$ cat src/rtl/rtc_bus_arbiter_pkg.sv
// rtc_bus_arbiter_pkg: arbiter states, RTC register map and requester indices
package rtc_bus_arbiter_pkg;
  typedef enum logic [1:0] {IDLE, ISSUE, WAIT, DONE} state_e;
  localparam logic [7:0] RTC_SEC = 8'h20, RTC_MIN = 8'h21, RTC_HOUR = 8'h22, RTC_WDAY = 8'h23;
  localparam logic [7:0] RTC_DAY = 8'h24, RTC_MON = 8'h25, RTC_YEAR = 8'h26;
  localparam logic [7:0] RTC_AL_SEC = 8'h31, RTC_AL_MIN = 8'h32, RTC_AL_HOUR = 8'h33, RTC_AL_DAY = 8'h34;
  localparam logic [7:0] RTC_TMR0 = 8'h41, RTC_TMR1 = 8'h42, RTC_TMR2 = 8'h43, RTC_CTRL = 8'h50;
  localparam int REQ_REFRESH = 0, REQ_WRBACK = 1, REQ_INIT = 2;
  function automatic int idx_w(int n);
    return n > 1 ? $clog2(n) : 1;
  endfunction
endpackage

$ cat src/rtl/rtc_bus_arbiter_if.sv
// rtc_bus_arbiter_if: requester-side and driver-side signals of the RTC bus arbiter
interface rtc_bus_arbiter_if #(
  parameter int NREQ = 3,
  parameter int AW = 8,
  parameter int DW = 8
);
  logic [NREQ-1:0] req, req_wr, req_lock, gnt, ack;
  logic [NREQ*AW-1:0] req_addr;
  logic [NREQ*DW-1:0] req_wdata;
  logic err, bus_start, bus_wr, bus_done;
  logic [AW-1:0] bus_addr;
  logic [DW-1:0] rdata, bus_wdata, bus_rdata;
  modport master (
    input req, req_wr, req_lock, req_addr, req_wdata, bus_rdata, bus_done,
    output gnt, ack, err, rdata, bus_start, bus_wr, bus_addr, bus_wdata
  );
  modport slave (
    output req, req_wr, req_lock, req_addr, req_wdata, bus_rdata, bus_done,
    input gnt, ack, err, rdata, bus_start, bus_wr, bus_addr, bus_wdata
  );
endinterface

$ cat src/rtl/rr_priority_pick.sv
// rr_priority_pick: one-hot winner of req scanning upward from rr_i with wrap
module rr_priority_pick #(
  parameter int N = 3,
  parameter int IW = 2
) (
  input  logic [N-1:0]  req_i,
  input  logic [IW-1:0] rr_i,
  output logic [N-1:0]  gnt_o,
  output logic [IW-1:0] idx_o,
  output logic          vld_o
);
  always_comb begin
    gnt_o = '0;
    idx_o = '0;
    vld_o = 1'b0;
    for (int i = N - 1; i >= 0; i--) begin
      if (req_i[(int'(rr_i) + i) % N]) begin
        gnt_o = '0;
        gnt_o[(int'(rr_i) + i) % N] = 1'b1;
        idx_o = IW'((int'(rr_i) + i) % N);
        vld_o = 1'b1;
      end
    end
  end
endmodule

$ cat src/rtl/rtc_bus_arbiter.sv
// rtc_bus_arbiter: round-robin owner of the RTC register bus with lock bursts and done timeout
module rtc_bus_arbiter
  import rtc_bus_arbiter_pkg::*;
#(
  parameter int NREQ = 3,
  parameter int AW = 8,
  parameter int DW = 8,
  parameter int TIMEOUT = 255
) (
  input logic CLK,
  input logic reset,
  rtc_bus_arbiter_if.master bus
);
  localparam int IW = idx_w(NREQ);
  localparam int CW = $clog2(TIMEOUT + 1);
  state_e state_q, state_d;
  logic [NREQ-1:0] gnt_q, gnt_d, ack_q, ack_d, win;
  logic [IW-1:0] own_q, own_d, rr_q, rr_d, win_idx, src;
  logic [CW-1:0] cnt_q, cnt_d;
  logic [AW-1:0] addr_q, addr_d;
  logic [DW-1:0] wdata_q, wdata_d, rdata_q, rdata_d;
  logic err_q, err_d, start_q, start_d, wr_q, wr_d, win_vld, relock, lat;
  rr_priority_pick #(.N(NREQ), .IW(IW)) u_pick (
    .req_i(bus.req), .rr_i(rr_q), .gnt_o(win), .idx_o(win_idx), .vld_o(win_vld)
  );
  assign relock = bus.req_lock[own_q] & bus.req[own_q];
  // fields are captured on a fresh grant or on a locked follow-on transfer
  assign lat = (state_q == IDLE && win_vld) || (state_q == DONE && relock);
  assign src = state_q == DONE ? own_q : win_idx;
  always_comb begin
    state_d = state_q;
    gnt_d = gnt_q;
    own_d = own_q;
    rr_d = rr_q;
    cnt_d = cnt_q;
    ack_d = '0;
    err_d = 1'b0;
    rdata_d = rdata_q;
    wr_d = lat ? bus.req_wr[src] : wr_q;
    addr_d = lat ? bus.req_addr[AW*src +: AW] : addr_q;
    wdata_d = lat ? bus.req_wdata[DW*src +: DW] : wdata_q;
    case (state_q)
      IDLE: if (win_vld) begin
        state_d = ISSUE;
        gnt_d = win;
        own_d = win_idx;
      end
      ISSUE: begin
        cnt_d = '0;
        state_d = WAIT;
      end
      WAIT: begin
        cnt_d = cnt_q == CW'(TIMEOUT) ? cnt_q : cnt_q + 1'b1;
        if (bus.bus_done || cnt_q == CW'(TIMEOUT - 1)) begin
          state_d = DONE;
          ack_d = gnt_q;
          err_d = ~bus.bus_done;
          rdata_d = bus.bus_done ? bus.bus_rdata : rdata_q;
        end
      end
      default: if (relock) state_d = ISSUE;
      else begin
        state_d = IDLE;
        gnt_d = '0;
        rr_d = own_q == IW'(NREQ - 1) ? '0 : own_q + 1'b1;
      end
    endcase
  end
  assign start_d = state_d == ISSUE;
  always_ff @(posedge CLK or posedge reset) begin
    if (reset) begin
      state_q <= IDLE;
      gnt_q <= '0;
      ack_q <= '0;
      err_q <= 1'b0;
      start_q <= 1'b0;
      wr_q <= 1'b0;
      addr_q <= '0;
      wdata_q <= '0;
      rdata_q <= '0;
      cnt_q <= '0;
      rr_q <= '0;
      own_q <= '0;
    end else begin
      state_q <= state_d;
      gnt_q <= gnt_d;
      ack_q <= ack_d;
      err_q <= err_d;
      start_q <= start_d;
      wr_q <= wr_d;
      addr_q <= addr_d;
      wdata_q <= wdata_d;
      rdata_q <= rdata_d;
      cnt_q <= cnt_d;
      rr_q <= rr_d;
      own_q <= own_d;
    end
  end
  assign bus.gnt = gnt_q;
  assign bus.ack = ack_q;
  assign bus.err = err_q;
  assign bus.rdata = rdata_q;
  assign bus.bus_start = start_q;
  assign bus.bus_wr = wr_q;
  assign bus.bus_addr = addr_q;
  assign bus.bus_wdata = wdata_q;
endmodule

$ cat src/flat_wrapper.sv
// flat-port wrapper written by rule: the top's interface ports become plain ports
module rtc_bus_arbiter_flat import rtc_bus_arbiter_pkg::*;
#(
  parameter int NREQ = 3,
  parameter int AW = 8,
  parameter int DW = 8,
  parameter int TIMEOUT = 255
)
  (CLK, reset, bus_req, bus_req_wr, bus_req_lock, bus_req_addr, bus_req_wdata, bus_bus_rdata, bus_bus_done, bus_gnt, bus_ack, bus_err, bus_rdata, bus_bus_start, bus_bus_wr, bus_bus_addr, bus_bus_wdata);
  rtc_bus_arbiter_if #(.NREQ(NREQ), .AW(AW), .DW(DW)) bus_i ();
  input logic CLK;
  input logic reset;
  input wire logic [$bits(bus_i.req)-1:0] bus_req;
  input wire logic [$bits(bus_i.req_wr)-1:0] bus_req_wr;
  input wire logic [$bits(bus_i.req_lock)-1:0] bus_req_lock;
  input wire logic [$bits(bus_i.req_addr)-1:0] bus_req_addr;
  input wire logic [$bits(bus_i.req_wdata)-1:0] bus_req_wdata;
  input wire logic [$bits(bus_i.bus_rdata)-1:0] bus_bus_rdata;
  input wire logic [$bits(bus_i.bus_done)-1:0] bus_bus_done;
  output wire logic [$bits(bus_i.gnt)-1:0] bus_gnt;
  output wire logic [$bits(bus_i.ack)-1:0] bus_ack;
  output wire logic [$bits(bus_i.err)-1:0] bus_err;
  output wire logic [$bits(bus_i.rdata)-1:0] bus_rdata;
  output wire logic [$bits(bus_i.bus_start)-1:0] bus_bus_start;
  output wire logic [$bits(bus_i.bus_wr)-1:0] bus_bus_wr;
  output wire logic [$bits(bus_i.bus_addr)-1:0] bus_bus_addr;
  output wire logic [$bits(bus_i.bus_wdata)-1:0] bus_bus_wdata;
  assign bus_i.req = bus_req;
  assign bus_i.req_wr = bus_req_wr;
  assign bus_i.req_lock = bus_req_lock;
  assign bus_i.req_addr = bus_req_addr;
  assign bus_i.req_wdata = bus_req_wdata;
  assign bus_i.bus_rdata = bus_bus_rdata;
  assign bus_i.bus_done = bus_bus_done;
  assign bus_gnt = bus_i.gnt;
  assign bus_ack = bus_i.ack;
  assign bus_err = bus_i.err;
  assign bus_rdata = bus_i.rdata;
  assign bus_bus_start = bus_i.bus_start;
  assign bus_bus_wr = bus_i.bus_wr;
  assign bus_bus_addr = bus_i.bus_addr;
  assign bus_bus_wdata = bus_i.bus_wdata;
  rtc_bus_arbiter #(.NREQ(NREQ), .AW(AW), .DW(DW), .TIMEOUT(TIMEOUT)) u_core (.CLK(CLK), .reset(reset), .bus(bus_i));
endmodule
$ cat config.mk
export PLATFORM = sky130hd
export DESIGN_NAME = rtc_bus_arbiter_flat
export DESIGN_NICKNAME = d
export VERILOG_FILES = /design/src/rtl/rtc_bus_arbiter_pkg.sv /design/src/rtl/rtc_bus_arbiter_if.sv /design/src/rtl/rr_priority_pick.sv /design/src/rtl/rtc_bus_arbiter.sv /design/src/flat_wrapper.sv
export SDC_FILE = /design/constraint.sdc
export NUM_CORES = 1
export LEC_CHECK = 0
export CORE_MARGIN = 1.5
export CORE_UTILIZATION = 50
export DETAILED_ROUTE_END_ITERATION = 10
export DONT_BUFFER_PORTS = 1
export PLACE_DENSITY = 0.72
export SKIP_LAST_GASP = 1
export SYNTH_ARGS = -nofsm -noshare
export SYNTH_HDL_FRONTEND = slang
export SYNTH_SLANG_ARGS = --single-unit
$ cat constraint.sdc
create_clock -name CLK -period 2.92 [get_ports CLK]
set_input_delay 0.292 -clock CLK [delete_from_list [all_inputs] [get_ports CLK]]
set_output_delay 0.292 -clock CLK [all_outputs]
set_load 0.01 [all_outputs]
==> impl_summary.log <==
[metrics] clock edge transition at the registers on the reported setup and hold paths: 100 ps
[metrics] Final Net Count: 342
[metrics] number of enable-type register cells in the synthesized netlist: 0
[metrics] number of nets in the synthesized netlist: 347
[metrics] detailed-route wire length: 5.83 mm
[metrics] Routed wire per std cell: 17.3 um
[metrics] hold buffer count at CTS: 0
[metrics] reported leakage power: 1.33 nW
[metrics] total of warnings raised by yosys: 0
[metrics] # resized after CTS: 0
[metrics] via count of the first global-routing pass: 1914
[metrics] Clock Latency Late Sink: 310 ps
[metrics] syn avg cell area: 10.6 um2
[metrics] leading cell type by number of instances after synthesis: sky130_fd_sc_hd__dfrtp_1
[metrics] post-route minimum period: 2570 ps
[metrics] first-pass GRT wire length: 9.09 mm
[metrics] clock tree root driver cell: sky130_fd_sc_hd__clkbuf_8
[metrics] number of distinct library cells after synthesis: 47
[metrics] Fmax achieved: 389 MHz
[metrics] fin crit share: 88.1%
[metrics] total CTS buffers: 5
[metrics] worst clock skew on the final layout: 16.4 ps
[metrics] overall die area: 0.00616 mm2
[metrics] chip height: 78.5 um
[metrics] Clock Path Buffers: 2
[metrics] Hold Vio Cnt, Final: 0
[metrics] CTS sink count: 47
[metrics] area of placed instances: 0.00284 mm2
[metrics] critical path peak fanout: 17
[metrics] number of buffers added on ports: 0
[metrics] post-route DRC violation count: 0
[metrics] worst slew pin tran: 992 ps
[metrics] netlist area before placement: 0.00285 mm2
[metrics] Data arrival, critical path: 2750 ps
[metrics] Die X-Extent: 78.5 um
[metrics] delay contributed by the slowest stage of the critical path: 510 ps
[metrics] initial core utilization: 51.7%
[metrics] Detailed Place HPWL: 4.20 mm
[metrics] WP data required: 3100 ps
[metrics] clock tree from TritonCTS: done
[metrics] Antenna Violating Nets Remaining: 0
[metrics] areal power density over the cells: 1170 mW/mm2
[metrics] list of most frequent post-synthesis cells: 47 x sky130_fd_sc_hd__dfrtp_1, 32 x sky130_fd_sc_hd__nand2_1, 19 x sky130_fd_sc_hd__mux2i_1
[metrics] max-slew violation total from the final report: 0
[metrics] sequential area share after synthesis: 41.3%
[metrics] Worst Setup Start Kind: flop
[metrics] worst hold slack across all endpoints: 86.2 ps
[metrics] number of fill cells: 495
[metrics] leading area contributor after synthesis: sky130_fd_sc_hd__dfrtp_1
[metrics] count of endpoints failing setup in the final report: 0
[metrics] post-detailed-route via-to-cell ratio: 5.90
[metrics] cells after synthesis: 269
[metrics] maximum capacitance violations: 0
[metrics] initial antenna violation count: 0
[metrics] Async S/R FF share, synth: 100%
[metrics] CP endpoint kind: flop
[metrics] Yosys top cell area share: 41.3%
[metrics] core region area: 0.00551 mm2
[metrics] standard-cell row count: 27
[metrics] worst vdd ir: 488 uV
[metrics] Max H-tree Level: 2
[metrics] Post-CTS Setup Inserts: 0
[metrics] run status: finished, final reports clean
[metrics] Finished Core Util: 53.3%
[metrics] max_slew headroom: 33.8%
[metrics] top cells by area in the synthesized netlist: sky130_fd_sc_hd__dfrtp_1 41%, sky130_fd_sc_hd__mux2i_1 6.7%, sky130_fd_sc_hd__o211ai_2 6.2%, sky130_fd_sc_hd__mux2_2 4.7%, sky130_fd_sc_hd__ha_1 4.4%
[metrics] Syn-to-layout area delta: 3.03%
[metrics] maximum number of pins on one net before global-route repair: 48
[metrics] Worst Setup Path Type: flop to flop
[metrics] global routing usage summed across all routing layers: 19.0%
[metrics] post-route cell area: 0.00293 mm2
[metrics] vias after detailed routing: 1988
[metrics] number of optimization iterations in the first detailed-route pass: 4
[metrics] Critical Path Slowest Stage Cell: sky130_fd_sc_hd__o41ai_4
[metrics] top_reg_cell synth: sky130_fd_sc_hd__dfrtp_1
[metrics] Critical Path, Cell by Cell: inv_1 > ha_1 > mux2i_1 > nor2_1 > o41ai_4 > nand2_4 > buf_4 > nand4_1 > o211ai_2
[metrics] share of cells above drive strength 1: 17.4%
[metrics] post-route setup TNS: 0 ps
[metrics] weighted congestion at the end of routability-driven global placement: 0.880
[metrics] unrepaired setup endpoints after global routing: false
[metrics] 1st-iter DRT viols: 132
[metrics] min-delay worst type: input port to async pin
[metrics] total power after layout: 3.43 mW
[metrics] total grt overflow: 0
[metrics] number of I/O pins: 101
[metrics] # diodes: 0
[metrics] post-synthesis register bit count: 47
==> cell usage in the layout (no fill, tap or decap), types with 10 or more instances in the layout <==
cell,netlist,final
sky130_fd_sc_hd__nor2b_1,10,10
sky130_fd_sc_hd__nand4_1,18,18
sky130_fd_sc_hd__inv_1,11,10
sky130_fd_sc_hd__nand2_1,32,32
sky130_fd_sc_hd__mux2i_1,19,19
sky130_fd_sc_hd__nor2_1,10,10
sky130_fd_sc_hd__ha_1,10,10
sky130_fd_sc_hd__o21ai_0,10,10
sky130_fd_sc_hd__dfrtp_1,47,47
sky130_fd_sc_hd__o211ai_2,14,14
sky130_fd_sc_hd__mux2_2,12,12
==> per-layer routing <==
layer	vias up	routed length (um)	track usage, %	part of all wire (%)
met4	0	93	7.68	1.6
met5	-	0	0	0
met2	62	2920	33.7	50
met1	954	2510	22.1	43
li1	966	-	-	-
met3	6	311	4.42	5.3
==> worst paths after layout <==
check	start	slack [ps]	endpoint	cells past startpoint
hold / removal	reset	90	u_core.bus.bus_addr[1]$_DFFE_PP0P_	1
min in group CLK	bus_bus_rdata[5]	130	u_core.bus.rdata[5]$_DFFE_PP0P_	1
hold reg to reg	u_core.cnt_q[5]$_DFFE_PP0P_	490	u_core.cnt_q[5]$_DFFE_PP0P_	1
max in group asynchronous	reset	2210	u_core.cnt_q[6]$_DFFE_PP0P_	1
setup reg to reg	u_core.rr_q[0]$_DFFE_PP0P_	350	u_core.bus.bus_wdata[0]$_DFFE_PP0P_	9
setup / recovery	u_core.rr_q[0]$_DFFE_PP0P_	350	u_core.bus.bus_wdata[0]$_DFFE_PP0P_	9
==> metrics by stage <==
step / instances / worst slack (ps)
global placement: 329 / 370
CTS: 337 / 341
global route: 337 / 98.1
floorplan: 269 / 615
finish: 337 / 347
detailed placement: 329 / 370
==> critical path: cells and delay by family (launching register included) <==
kind	cells	cell delay, ps
buffers and inverters	2	290
AOI/OAI and AO/OA	2	600
adders and majority gates	1	480
and+or+nand+nor	3	340
DFF	1	400
muxes	1	320
==> sequential cells by signal (all words and copies together) (netlist names) <==
name and cells:
u_core.bus.err 1, u_core.bus.bus_wr 1, u_core.bus.bus_addr 8, u_core.cnt_q 8, u_core.bus.ack 3, u_core.bus.bus_start 1, u_core.bus.gnt 3, u_core.bus.rdata 8
u_core.bus.bus_wdata 8, u_core.state_q 2, u_core.own_q 2, u_core.rr_q 2
==> cell families after synthesis <==
group	after synthesis	share of synthesized area, %
xor+xnor	3	0.923
flops	47	41.3
buf+inv	26	6.20
fa+ha+maj	10	4.39
simple gates	97	18.8
compound gates	54	16.4
mux	32	11.9
==> layout make-up <==
type	instances	area, um2	share of cell area [%]
Inverter	11	41.3	1.41
Multi-Input combinational cell	196	1500	51.0
Timing Repair Buffer	3	35.0	1.19
Tap cell	72	90.1	3.07
Clock buffer	6	82.6	2.81
Clock inverter	2	13.8	0.469
Sequential cell	47	1180	40.1
==> report_power, final <==
| part | internal [mW] | total [mW] | leakage, nW | switching [mW] |
|---|---|---|---|---|
| clock network | 0.194 | 0.421 | 0.0516 | 0.227 |
| registers | 0.914 | 1.21 | 0.600 | 0.293 |
| logic | 0.760 | 1.80 | 0.678 | 1.04 |
(Power assumes the default switching activity.)
